<file path="src/rtl/mega_ram_arbiter.sv">
// Single-port owner for mega_ram: arbitrates AVR data bus vs DMA, tracks 1-cycle read latency.
// Define MEGA_RAM_ARB_FAIR_EN to enable DMA starvation protection (forced grant after DMA_MAX_WAIT).
module mega_ram_arbiter #(
  parameter int unsigned ADDR_BUS_WIDTH = 12,
  parameter int unsigned DATA_BUS_WIDTH = 8,
  parameter int unsigned DMA_MAX_WAIT   = 4
) (
  input  logic                      clk,
  input  logic                      rst,
  input  logic                      cpu_cs,
  input  logic                      cpu_we,
  input  logic                      cpu_re,
  input  logic [ADDR_BUS_WIDTH-1:0] cpu_a,
  input  logic [DATA_BUS_WIDTH-1:0] cpu_d_in,
  output logic [DATA_BUS_WIDTH-1:0] cpu_d_out,
  output logic                      cpu_stall,
  input  logic                      dma_req,
  input  logic                      dma_we,
  input  logic [ADDR_BUS_WIDTH-1:0] dma_a,
  input  logic [DATA_BUS_WIDTH-1:0] dma_d_in,
  output logic                      dma_ack,
  output logic                      dma_rvalid,
  output logic [DATA_BUS_WIDTH-1:0] dma_d_out,
  output logic                      ram_cs,
  output logic                      ram_we,
  output logic                      ram_re,
  output logic [ADDR_BUS_WIDTH-1:0] ram_a,
  output logic [DATA_BUS_WIDTH-1:0] ram_d_in,
  input  logic [DATA_BUS_WIDTH-1:0] ram_d_out,
  input  logic                      ram_halt
);

  if (DMA_MAX_WAIT < 1) begin : g_bad_max_wait
    $error("mega_ram_arbiter: DMA_MAX_WAIT must be >= 1");
  end

  logic cpu_act;
  logic cpu_grant;
  logic dma_grant;
  logic force_c;
  logic rdp_cpu_q, rdp_cpu_d;
  logic rdp_dma_q, rdp_dma_d;

  // Priority: halt blocks everything, then starved DMA, then CPU, then DMA.
  always_comb begin
    cpu_act   = cpu_cs & (cpu_we | cpu_re);
    cpu_grant = 1'b0;
    dma_grant = 1'b0;
    if (!ram_halt) begin
      if (force_c && dma_req) begin
        dma_grant = 1'b1;
      end else if (cpu_act) begin
        cpu_grant = 1'b1;
      end else if (dma_req) begin
        dma_grant = 1'b1;
      end
    end
  end

  // Port mux and read-latency tracking; a pending read keeps re high in its data cycle.
  always_comb begin
    ram_a     = '0;
    ram_d_in  = '0;
    ram_we    = 1'b0;
    rdp_cpu_d = cpu_grant & cpu_re & ~cpu_we;
    rdp_dma_d = dma_grant & ~dma_we;
    if (cpu_grant) begin
      ram_a    = cpu_a;
      ram_d_in = cpu_d_in;
      ram_we   = cpu_we;
    end else if (dma_grant) begin
      ram_a    = dma_a;
      ram_d_in = dma_d_in;
      ram_we   = dma_we;
    end
    ram_re     = ~ram_halt & (rdp_cpu_d | rdp_dma_d | rdp_cpu_q | rdp_dma_q);
    ram_cs     = ~ram_halt & (cpu_grant | dma_grant | rdp_cpu_q | rdp_dma_q);
    cpu_stall  = cpu_act & ~cpu_grant;
    dma_ack    = dma_grant;
    cpu_d_out  = rdp_cpu_q ? ram_d_out : '0;
    dma_d_out  = rdp_dma_q ? ram_d_out : '0;
    dma_rvalid = rdp_dma_q;
  end

  always_ff @(posedge clk or negedge rst) begin
    if (!rst) begin
      rdp_cpu_q <= 1'b0;
      rdp_dma_q <= 1'b0;
    end else begin
      rdp_cpu_q <= rdp_cpu_d;
      rdp_dma_q <= rdp_dma_d;
    end
  end

`ifdef MEGA_RAM_ARB_FAIR_EN
  localparam int unsigned CNT_W = $clog2(DMA_MAX_WAIT + 1);
  localparam logic [CNT_W-1:0] MAX_CNT = CNT_W'(DMA_MAX_WAIT);

  logic [CNT_W-1:0] wait_cnt_q, wait_cnt_d;

  // Saturating count of cycles the DMA has waited; frozen while the RAM is clearing.
  always_comb begin
    wait_cnt_d = wait_cnt_q;
    if (dma_grant || !dma_req) begin
      wait_cnt_d = '0;
    end else if (!ram_halt && (wait_cnt_q != MAX_CNT)) begin
      wait_cnt_d = wait_cnt_q + CNT_W'(1);
    end
  end

  assign force_c = (wait_cnt_q == MAX_CNT);

  always_ff @(posedge clk or negedge rst) begin
    if (!rst) begin
      wait_cnt_q <= '0;
    end else begin
      wait_cnt_q <= wait_cnt_d;
    end
  end
`else
  assign force_c = 1'b0;
`endif

endmodule
</file>
<file path="config.mk">
export PLATFORM = sky130hd
export DESIGN_NAME = mega_ram_arbiter
export DESIGN_NICKNAME = d
export VERILOG_FILES = /design/src/rtl/mega_ram_arbiter.sv
export SDC_FILE = /design/constraint.sdc
export NUM_CORES = 1
export LEC_CHECK = 0
export CORE_MARGIN = 5
export CORE_UTILIZATION = 19
export DETAILED_ROUTE_END_ITERATION = 12
export GPL_TIMING_DRIVEN = 0
export PLACE_DENSITY = 0.84
export SLEW_MARGIN = 20
export SYNTH_ARGS = -nofsm -noshare
export SYNTH_HDL_FRONTEND = slang
export SYNTH_SLANG_ARGS = --single-unit
</file>
<file path="constraint.sdc">
create_clock -name clk -period 3.46 [get_ports clk]
set_input_delay 1.038 -clock clk [delete_from_list [all_inputs] [get_ports clk]]
set_output_delay 1.038 -clock clk [all_outputs]
set_load 0.02 [all_outputs]
</file>
; ---- Yosys cells after proc, flatten, opt, wreduce, memory -nomap -nowiden
; Cells that the tools add are included.
[totals]
ff_bits = 2
inputBits = 56
out_inout_bits = 42
word_cells = 33
[op_classes]
n_mux = 13
bitwise_logic = 18
[op_table]
columns = op, n
row1 = $mux W8, 4
row2 = $mux W12, 2
row3 = $and A1 B1 Y1, 7
row4 = $mux W1, 7
row5 = $or A1 B1 Y1, 7
row6 = $not A1 Y1, 4

; ---- Depth between registers and ports, before layout
[logic_depth]
word_depth = 10
depth_mapped = 5
mapped_depth_nobuf = 3

; ---- Worst setup path after synthesis
; Ideal clock, no wire load.
[synth_path]
path_type = input port to output port
from = in cpu_re
to = out ram_a[10]
t_arrival_ps = 1882
required_ps = 2422
slack_ps = 540
stages = 5
n_path_buf = 2
cell_sequence = o21ai_2 and3_4 buf_6 buf_6 a22o_1
[synth_via]
elab_chain_len = 6
word_cells_on_any_way = 8
classes_between = 6 x mux / 2 x bitwise
[synth_rtl]
columns = element, line_no
row1 = "start, declared", 12  ; input logic cpu_re,
row2 = $or A1 B1 Y1, 46  ; cpu_act = cpu_cs & (cpu_we | cpu_re);
row3 = $and A1 B1 Y1, 46
row4 = $mux W1, 52  ; end else if (cpu_act) begin
row5 = $mux W1, 49  ; if (!ram_halt) begin
row6 = net dma_ack, 21  ; output logic dma_ack,
row7 = $mux W12, 71  ; end else if (dma_grant) begin
row8 = $mux W12, 67  ; if (cpu_grant) begin
row9 = "end, declared", 27  ; output logic [ADDR_BUS_WIDTH-1:0] ram_a,
; The timed path passes the listed nets, and every way through them passes these cells.

; ---- Worst setup path in the final report
[layout_path]
from = in dma_req
to = out ram_we
[layout_via]
elab_chain_len = 5
[layout_rtl]
columns = element, line_no
row1 = "start, declared", 17  ; input logic dma_req,
row2 = $mux W1, 54  ; end else if (dma_req) begin
row3 = $mux W1, 52
row4 = $mux W1, 49
row5 = $mux W1, 71
row6 = $mux W1, 67
row7 = "end, declared", 25  ; output logic ram_we,
; Every way passes these cells.

==> results_dict.tcl <==
set metrics [dict create \
    coreArea_sq_um 2250 \
    yosys.area.top_type "a22o_1" \
    routed_wirelength_um 2850 \
    holdBufCountCts 0 \
    htreeDepth 1 \
    slowest_delay_ns 0.49 \
    grt_pass1_wl_um 4120 \
    clk_pin_slew_worst_paths_ns 0.03 \
    p_seq_share_pct 10.5 \
    hp-class "primary input to asynchronous set/reset pin" \
    synth_area_per_cell_sq_um 8.16 \
    gp_congestion 0.857 \
    ys.warnings.count 0 \
    fillers 196 \
    yosysTopAreaCellShare_pct 40.3 \
    ys_types 13 \
    synthesis.nets 112 \
    cts_root_buf "clkbuf_4" \
    hold_viol_final 0 \
    drt_iter0_drc 38 \
    min_period_ns 3.32 \
    cp.required_ns 2.42 \
    dr.pass1.iters 3 \
    synth_area_leaders "a22o_1, and2_1, dfrtp_1" \
    ioPinCount 98 \
    worstSetupStartpointType "primary input" \
    cts_buffer_depth 2 \
    maxCapViolCount 0 \
    cts_sinks 2 \
    setup_viol 0 \
    cp_cell_sequence "clkdlybuf4s50_1 > and3_4 > buf_6 > a22o_1 > dlygate4sd2_1" \
    cp.arrival_ns 2.28 \
    fp.dieArea_sq_um 3480 \
    switching_share_pct 32.9 \
    ir_worst_vdd_mv 0.108 \
    p_total_w 0.000243 \
    drive_gt1_share_pct 22.2 \
    power_density_nw_per_um2 169 \
    final_cell_count_no_fill 186 \
    routed_via_density 4.66 \
    startpoint "dma_req" \
    nets 216 \
    hold_slack_ns 0.976 \
    final_util_pct 63.9 \
    fmax_ghz 0.302 \
    power.leakage_nw 0.662 \
    crit_fanout 6 \
    cpMaxStageDelayCell "clkdlybuf4s50_1" \
    cts_inserted_buffers 3 \
    status "completed" \
    grt_max_degree 11 \
    drv_slew 0 \
    tightest_slew_ns 0.241 \
    die_w_um 59.0 \
    post-dp-hpwl_um 2550 \
    drtAntennaViolNets 0 \
    wl_per_cell_um 15.3 \
    ys_seq_elements 2 \
    switching_power_w 0.0000802 \
    num_vias 866 \
    grt_pass1_vias 920 \
    rows 17 \
    antenna_found_initial 0 \
    fin_crit_sh_pct 95.8 \
    syn_area_sq_um 457 \
    dp.cells 181 \
    rsz0062_at_grt "no" \
    comb_power_share_pct 68.5 \
    end_kind "primary output" \
    antenna_cells 0 \
    cts_tree "yes" \
    portBuffers 97 \
    netlist_instances 56 \
    p_int_w 0.000163 \
    yosysSeqAreaShare_pct 11.0 \
    relSlewSlack_pct 83.9 \
    grt_util_all_layers_pct 15.3 \
    overflow 0 \
    clockPowerShare_pct 21.1 \
    start_util_pct 20.3 \
    synthToLayoutAreaGrowth_pct 216 \
    route.detailed.drc 0 \
    die_h_um 59.0 \
    criticalPathCategory "primary input to primary output" \
]
==> power groups by stage <==
stage | Sequential, W | Clock, W | Combinational, W
final | 0.0000255 | 0.0000513 | 0.000167
after global routing | 0.0000257 | 0.0000545 | 0.000177
after CTS | 0.0000255 | 0.0000543 | 0.000165
after detailed placement | 0.0000258 | 0 | 0.000177
after global placement | 0.0000256 | 0 | 0.000174
after floorplan | 0.0000258 | 0 | 0.0000627
==> cells in the mapped netlist, drive strengths merged <==
library cell	instances
a22o	21
buf	5
a21oi	1
and3	1
dfrtp	2
and2	17
a221o	1
o21ai	1
inv	2
nor2	3
and4bb	1
or2	1
==> placed cells by master (no fill, tap or decap), types with 3 or more instances in the layout <==
master and instances:
buf_2 10, buf_6 4, a22o_1 21, clkbuf_4 4
and2_1 17, dlygate4sd2_1 6, clkdlybuf4s50_1 68, buf_4 10
nor2_1 3
==> flip-flops by register name, indices dropped and copies added, names as in the netlist <==
| signal | cells |
|---|---|
| dma_rvalid | 1 |
| rdp_cpu_q | 1 |
==> cells by family after synthesis <==
logic type	synth area share, %
AO/OA/AOI/OAI	45.5
buffers and inverters	11.2
flip-flops	11.0
AND/OR/NAND/NOR	32.3
==> worst paths after layout <==
kind | end | slack, ns | cells past startpoint
hold / removal | rdp_cpu_q$_DFF_PN0_ | 0.98 | 1
max in group asynchronous | dma_rvalid$_DFF_PN0_ | 2.37 | 1
min in group clk | rdp_cpu_q$_DFF_PN0_ | 1.23 | 2
setup / recovery | ram_we | 0.14 | 5
==> routing by layer <==
metal | up-vias | track usage [%] | wire (um)
met2 | 72 | 29.0 | 1390
met4 | 0 | 5.83 | 19
met1 | 375 | 15.2 | 1020
met5 | - | 0 | 0
met3 | 2 | 5.01 | 417
li1 | 417 | - | -
==> critical path, delay by kind of cell <==
kind | cells | cell delay (ns)
AO/OA/AOI/OAI | 1 | 0.12
buffers and inverters | 3 | 0.94
AND/OR/NAND/NOR | 1 | 0.18
==> what timing repair did <==
item	CTS	global route
resized for setup	100	5
endpoints found under the setup margin	23	19
pin swaps	2	1
buffers inserted	1	1
==> through the flow <==
step | cell area, sq um | TNS (ns) | worst slack, ns
CTS | 1420 | 0 | 0.00246
floorplan | 457 | 0 | 0.540
finish | 1440 | 0 | 0.144
global route | 1440 | 0 | 0.103
global placement | 1460 | -9.65 | -0.452
detailed placement | 1460 | -10.15 | -0.476
==> area by class of cell <==
| cell class | count | area (sq um) | area share [%] |
|---|---|---|---|
| Buffer | 5 | 52.6 | 3.65 |
| Clock buffer | 3 | 22.5 | 1.56 |
| Inverter | 2 | 7.51 | 0.521 |
| Multi-Input combinational cell | 47 | 355 | 24.7 |
| Sequential cell | 2 | 50.0 | 3.47 |
| Tap cell | 28 | 35.0 | 2.43 |
| Timing Repair Buffer | 99 | 918 | 63.7 |
Note: power is estimated with default switching activity, not from simulation.
